### src/rtl/rf_pkg.sv
// Shared types, default parameters and write-port priority helper for rf_multiport.
package rf_pkg;

   typedef enum logic {
      RF_CLEAR = 1'b0,
      RF_IDLE  = 1'b1
   } rf_state_t;

   localparam int RF_DW_DEF = 32;
   localparam int RF_AW_DEF = 5;
   localparam int RF_NR_DEF = 2;
   localparam int RF_NW_DEF = 2;

   // Helper operates on port/address lanes padded to these maxima.
   localparam int RF_MAX_NW = 4;
   localparam int RF_MAX_AW = 16;

   typedef struct packed {
      logic       hit;
      logic [1:0] idx;
   } rf_pri_t;

   // Highest-index enabled port whose address matches wins.
   function automatic rf_pri_t pri_match(
      input logic [RF_MAX_NW-1:0]           we,
      input logic [RF_MAX_NW*RF_MAX_AW-1:0] wa,
      input logic [RF_MAX_AW-1:0]           addr
   );
      rf_pri_t res;
      res = '0;
      for (int j = 0; j < RF_MAX_NW; j++) begin
         if (we[j] && (wa[j*RF_MAX_AW +: RF_MAX_AW] == addr)) begin
            res.hit = 1'b1;
            res.idx = 2'(j);
         end
      end
      return res;
   endfunction

endpackage

### src/rtl/rf_clear_seq.sv
// Clear sequencer: walks every entry once after reset or clr_req, then
// reports ready.
//
//   state    | meaning
//   ---------+-----------------------------------------------------------
//   RF_CLEAR | zeroing entry cnt each edge; reads forced 0, writes dropped
//   RF_IDLE  | array usable; clr_req restarts the sweep from entry 0
module rf_clear_seq
   import rf_pkg::*;
#(
   parameter int AW = RF_AW_DEF
) (
   input  logic          clk,
   input  logic          rst,
   input  logic          clr_req,
   output logic          ready,
   output logic          clr_active,
   output logic [AW-1:0] clr_addr,
   output logic          clr_we
);

   rf_state_t     state_q, state_d;
   logic [AW-1:0] cnt_q, cnt_d;
   logic          ready_q, ready_d;

   // State, sweep counter and ready flag registers.
   always_ff @(posedge clk or posedge rst) begin
      if (rst) begin
         state_q <= RF_CLEAR;
         cnt_q   <= '0;
         ready_q <= 1'b0;
      end else begin
         state_q <= state_d;
         cnt_q   <= cnt_d;
         ready_q <= ready_d;
      end
   end

   // Next-state: sweep to the last entry, then idle until a clear request.
   always_comb begin
      state_d = state_q;
      cnt_d   = cnt_q;
      ready_d = ready_q;
      case (state_q)
         RF_CLEAR: begin
            cnt_d = cnt_q + 1'b1;
            if (cnt_q == {AW{1'b1}}) begin
               state_d = RF_IDLE;
               ready_d = 1'b1;
            end
         end
         RF_IDLE: begin
            if (clr_req) begin
               state_d = RF_CLEAR;
               cnt_d   = '0;
               ready_d = 1'b0;
            end
         end
         default: begin
            state_d = RF_CLEAR;
            cnt_d   = '0;
            ready_d = 1'b0;
         end
      endcase
   end

   assign ready      = ready_q;
   assign clr_active = (state_q == RF_CLEAR);
   assign clr_addr   = cnt_q;
   assign clr_we     = clr_active;

endmodule

### src/rtl/rf_multiport.sv
// Multi-port register file: NR combinational read ports, NW write ports with
// highest-index priority, optional bypass and hard-wired zero register.
module rf_multiport
   import rf_pkg::*;
#(
   parameter int DW       = RF_DW_DEF,
   parameter int AW       = RF_AW_DEF,
   parameter int NR       = RF_NR_DEF,
   parameter int NW       = RF_NW_DEF,
   parameter bit ZERO_REG = 1'b1,
   parameter bit BYPASS   = 1'b1
) (
   input  logic           clk,
   input  logic           rst,
   input  logic [NR*AW-1:0] ra,
   output logic [NR*DW-1:0] rd,
   input  logic [NW-1:0]    we,
   input  logic [NW*AW-1:0] wa,
   input  logic [NW*DW-1:0] wd,
   input  logic           clr_req,
   output logic           ready
);

   localparam int DEPTH = 2**AW;

   logic          clr_active;
   logic [AW-1:0] clr_addr;
   logic          clr_we;
   logic          wr_ok;

   logic [DW-1:0] mem_q [DEPTH];
   logic [DW-1:0] mem_d [DEPTH];

   logic [RF_MAX_NW-1:0]           we_ext;
   logic [RF_MAX_NW*RF_MAX_AW-1:0] wa_ext;
   logic [RF_MAX_NW*DW-1:0]        wd_ext;

   rf_clear_seq #(.AW(AW)) u_clear_seq (
      .clk        (clk),
      .rst        (rst),
      .clr_req    (clr_req),
      .ready      (ready),
      .clr_active (clr_active),
      .clr_addr   (clr_addr),
      .clr_we     (clr_we)
   );

   // A clear request wins over writes presented in the same cycle, and
   // such writes are not bypassed either since they never land.
   assign wr_ok = !clr_active && !clr_req;

   // Pad write ports to the helper's fixed lane widths; zero-register
   // writes are masked here so they neither store nor bypass.
   always_comb begin
      we_ext = '0;
      wa_ext = '0;
      wd_ext = '0;
      for (int j = 0; j < NW; j++) begin
         we_ext[j] = we[j] && wr_ok && !(ZERO_REG && (wa[j*AW +: AW] == '0));
         wa_ext[j*RF_MAX_AW +: RF_MAX_AW] = RF_MAX_AW'(wa[j*AW +: AW]);
         wd_ext[j*DW +: DW] = wd[j*DW +: DW];
      end
   end

   // Next array contents: clear sweep or prioritised writes (later port
   // assignments overwrite earlier ones, so the highest index wins).
   always_comb begin
      mem_d = mem_q;
      if (clr_we) begin
         mem_d[clr_addr] = '0;
      end else begin
         for (int j = 0; j < NW; j++) begin
            if (we_ext[j]) begin
               mem_d[wa[j*AW +: AW]] = wd[j*DW +: DW];
            end
         end
      end
   end

   // Storage has no reset; the clear sequencer initialises it.
   always_ff @(posedge clk) begin
      mem_q <= mem_d;
   end

   for (genvar i = 0; i < NR; i++) begin : g_rd
      logic [AW-1:0] ra_i;
      logic [DW-1:0] rd_i;
      rf_pri_t       pm;

      assign ra_i = ra[i*AW +: AW];

      // Read mux: clear forces 0, then zero register, then bypass, then array.
      always_comb begin
         pm   = pri_match(we_ext, wa_ext, RF_MAX_AW'(ra_i));
         rd_i = mem_q[ra_i];
         if (clr_active) begin
            rd_i = '0;
         end else if (ZERO_REG && (ra_i == '0)) begin
            rd_i = '0;
         end else if (BYPASS && pm.hit) begin
            rd_i = wd_ext[pm.idx*DW +: DW];
         end
      end

      assign rd[i*DW +: DW] = rd_i;
   end

endmodule
### config.mk
export PLATFORM = sky130hd
export DESIGN_NAME = rf_multiport
export DESIGN_NICKNAME = d
export VERILOG_FILES = /design/src/rtl/rf_pkg.sv /design/src/rtl/rf_clear_seq.sv /design/src/rtl/rf_multiport.sv
export SDC_FILE = /design/constraint.sdc
export NUM_CORES = 2
export LEC_CHECK = 0
export CORE_MARGIN = 2
export CORE_UTILIZATION = 45
export CTS_CLUSTER_SIZE = 16
export DETAILED_ROUTE_END_ITERATION = 7
export GPL_ROUTABILITY_DRIVEN = 1
export SETUP_SLACK_MARGIN = 0.5
export SYNTH_ARGS = -nofsm -noshare
export SYNTH_HDL_FRONTEND = slang
export SYNTH_SLANG_ARGS = --single-unit
### constraint.sdc
create_clock -name clk -period 4.7 [get_ports clk]
set_input_delay 0.94 -clock clk [delete_from_list [all_inputs] [get_ports clk]]
set_output_delay 0.94 -clock clk [all_outputs]
set_load 0.05 [all_outputs]
==> metrics.txt <==
status finished clean; Clock Pin Slew Worst Setup and Hold Paths 0.07 ns; Die ar. 153,000 um^2; Max Clock Freq 226 MHz; RD Place Congestion 0.971; DR iter-0 viols 12,200; 1st-pass router iterations 7; share of the yosys chip area belonging to registers 30.7%; pin count of the biggest net entering global routing 218; worst vdd ir 0.374 mV; P_int 16.7 mW; Detail Placement HPWL 189 mm; area delta synth->final 19.1%; met1 Use GR 53.4%; clock tree sinks 1,031; Hold Path Class in -> async; CTS tree yes; most frequent cells in the layout 1,444 x o21ai_0, 1,024 x dfxtp_1, 750 x a21oi_1, 624 x mux4_2, 608 x o2bb2ai_1; width of the die 391 um; number of synthesized flops with an enable pin 0; RSZ-0062 raised after global routing true; Data arrival, critical path 3.49 ns; TritonCTS Buffers 117; Layout Nets 7,167; # rows 141; Relative slew margins 4.81%; Async S/R FF share, synth 0.679%; Ports 154; Setup CP Type in -> out; Slew @ Worst Pin 1.42 ns; Worst EP required 3.76 ns; RR Endpoint mem_q[234]$_DFF_P_; gr usage total 42.0%; M3 GR Usage 16.9%; Comb pwr share 27.2%; routing usage on met2 58.3%; Pleak 25.8 nW; power density cells 327 nW/um^2; setup violators final 0; routed vias 69,100; most common cell after layout, fill and taps aside o21ai_0; reg2reg start u_clear_seq.state_q$_DFF_PP0_; Clock Path Buffers 3; Synth Instances 7,200; hold_buf cts 0; Total Wirelength 332 mm; Synth Cell Area 67,200 um^2; Root Driver clkbuf_16; final hold violations 0; port buffer count 153; Synth Area per Inst 9.34 um^2; Net Sw Power 9.49 mW; warnings from Yosys 0; Die Ht 391 um; Distinct cells, synth 64; Synth Register Bits 1,031; Seq pwr share 36.3%; Reg2Reg Setup Slack 0.66 ns; worst path cell trace buf_16 > buf_12 > buf_12 > buf_16 > mux4_2 > mux4_2 > a22o_1 > a221o_1 > buf_6; Setup crit end kind primary output; wire length per cell 36.4 um; Final min period 4.43 ns; global routing's busiest layer met2; DRC 0; slowest cell on the critical path mux4_2; gr ovfl total 0; Final Skew 0.0169 ns; CP Max Fanout 8; layout cell share with drive strength beyond 1 23.1%; Initial Util 45.4%; Via-to-Cell Ratio 7.59; switch share 36.3%; fin crit share 94.3%; Clock Power Share 36.5%; Reg2Reg Depth 7; max cap viols 0; clock network latency to the later pin of the worst-skew pair 0.78 ns; initial antenna violation count 15; first-pass GRT wire length 468 mm; CTS HTree Levels 3; antenna viol nets, final 0; Critical Path Start Type input port; Max Slew Vio Count 0; Primary FF master, synth dfxtp_1; Hold WS 0.478 ns; Syn Nets 7,294; Core Util, Final 54.1%; CP max stage delay 0.66 ns; vias in the first global route 64,100; core region area 148,000 um^2
## synth_stat cells, types with 7 or more instances
cell type / count / area (um^2)
nand3_1: 31 / 155
a31o_2: 9 / 78.8
nor2b_1: 46 / 288
a21oi_1: 756 / 3780
xnor2_1: 16 / 140
inv_1: 73 / 274
and2_1: 8 / 50.1
a22oi_1: 39 / 293
o2bb2ai_1: 608 / 5330
buf_2: 114 / 571
buf_1: 42 / 158
a221o_1: 46 / 460
nand2b_1: 8 / 50.1
dfxtp_1: 1024 / 20500
nor2_1: 227 / 852
o21ai_0: 1445 / 7230
nor3_1: 10 / 50.1
mux2i_1: 366 / 3660
o22ai_1: 34 / 213
mux4_2: 624 / 14100
a31oi_1: 32 / 200
dfrtp_1: 7 / 175
buf_4: 13 / 97.6
o21ai_1: 8 / 40.0
clkbuf_1: 787 / 2950
nand2_1: 327 / 1230
a22o_1: 401 / 3510
## sequential cells by signal, summed over array words and instances, names as in the netlist
register,count
u_clear_seq.state_q,1
u_clear_seq.ready,1
u_clear_seq.clr_addr,5
mem_q,1024
## power groups by stage
stage	clock (mW)	combinational [mW]	sequential, mW
floorplan	0	3.82	9.49
global placement	0	6.26	9.63
detailed placement	0	6.39	9.65
CTS	9.50	6.69	9.46
global route	9.85	7.34	9.53
finish	9.56	7.13	9.49
## worst max path at each step
| stage | start | to | slack [ns] | depth (start not counted) |
|---|---|---|---|---|
| 5_1_grt | wa[9] | rd[28] | 0.30 | 14 |
| 4_1_cts | wa[9] | rd[4] | 0.34 | 10 |
| 2_1_floorplan | ra[5] | rd[36] | 0.24 | 10 |
| 6_report | ra[5] | rd[33] | 0.27 | 9 |
| 3_3_place_gp | clr_req | rd[0] | -0.15 | 11 |
| 3_5_place_dp | clr_req | rd[0] | -0.14 | 11 |
## kinds of logic after synthesis
| group | share of synthesized area (%) |
|---|---|
| xor+xnor | 0.274 |
| mux | 26.4 |
| compound gates | 31.8 |
| simple gates | 4.64 |
| buf+inv | 6.07 |
| flops | 30.7 |
| fa+ha+maj | 0.0930 |
## final cells by class
cell class / count / area [um^2]
Tap cell: 1930 / 2410
Antenna cell: 10 / 25.0
Inverter: 73 / 285
Clock buffer: 181 / 3530
Fill cell: 12600 / 67900
Clock inverter: 31 / 309
Sequential cell: 1031 / 20700
Multi-Input combinational cell: 5137 / 43600
Timing Repair Buffer: 713 / 9220
## worst max-delay path: cells and delay by family
family / cells / cell delay, ns
AO/OA/AOI/OAI: 2 / 0.62
buffers and inverters: 5 / 0.73
multiplexers: 2 / 1.16
## timing repair
action,in CTS,in global routing
pin swaps,52,34
setup buffers,65,29
cloned,29,7
setup endpoints to repair,64,64
gates resized for setup,202,94
## routing by layer
metal	share of wire [%]	routed length, um	vias up
li1	-	-	27700
met2	41	134000	6263
met1	35	116000	33700
met4	7.7	25500	4
met3	17	55200	1460
met5	0.0075	25	-
## per-stage QoR
step           setup TNS, ns  std cells  worst slack (ns)  total power, mW  area, um^2
6_report                   0       9106             0.267             26.2       80100
3_5_place_dp           -1.26       8754            -0.135             16.0       73200
5_1_grt                    0       9100             0.295             26.7       80100
3_3_place_gp           -1.69       8754            -0.147             15.9       73200
2_1_floorplan              0       7200             0.243             13.3       67300
4_1_cts                    0       9060             0.341             25.6       79300
No activity file was read; power rests on OpenSTA's default activity.
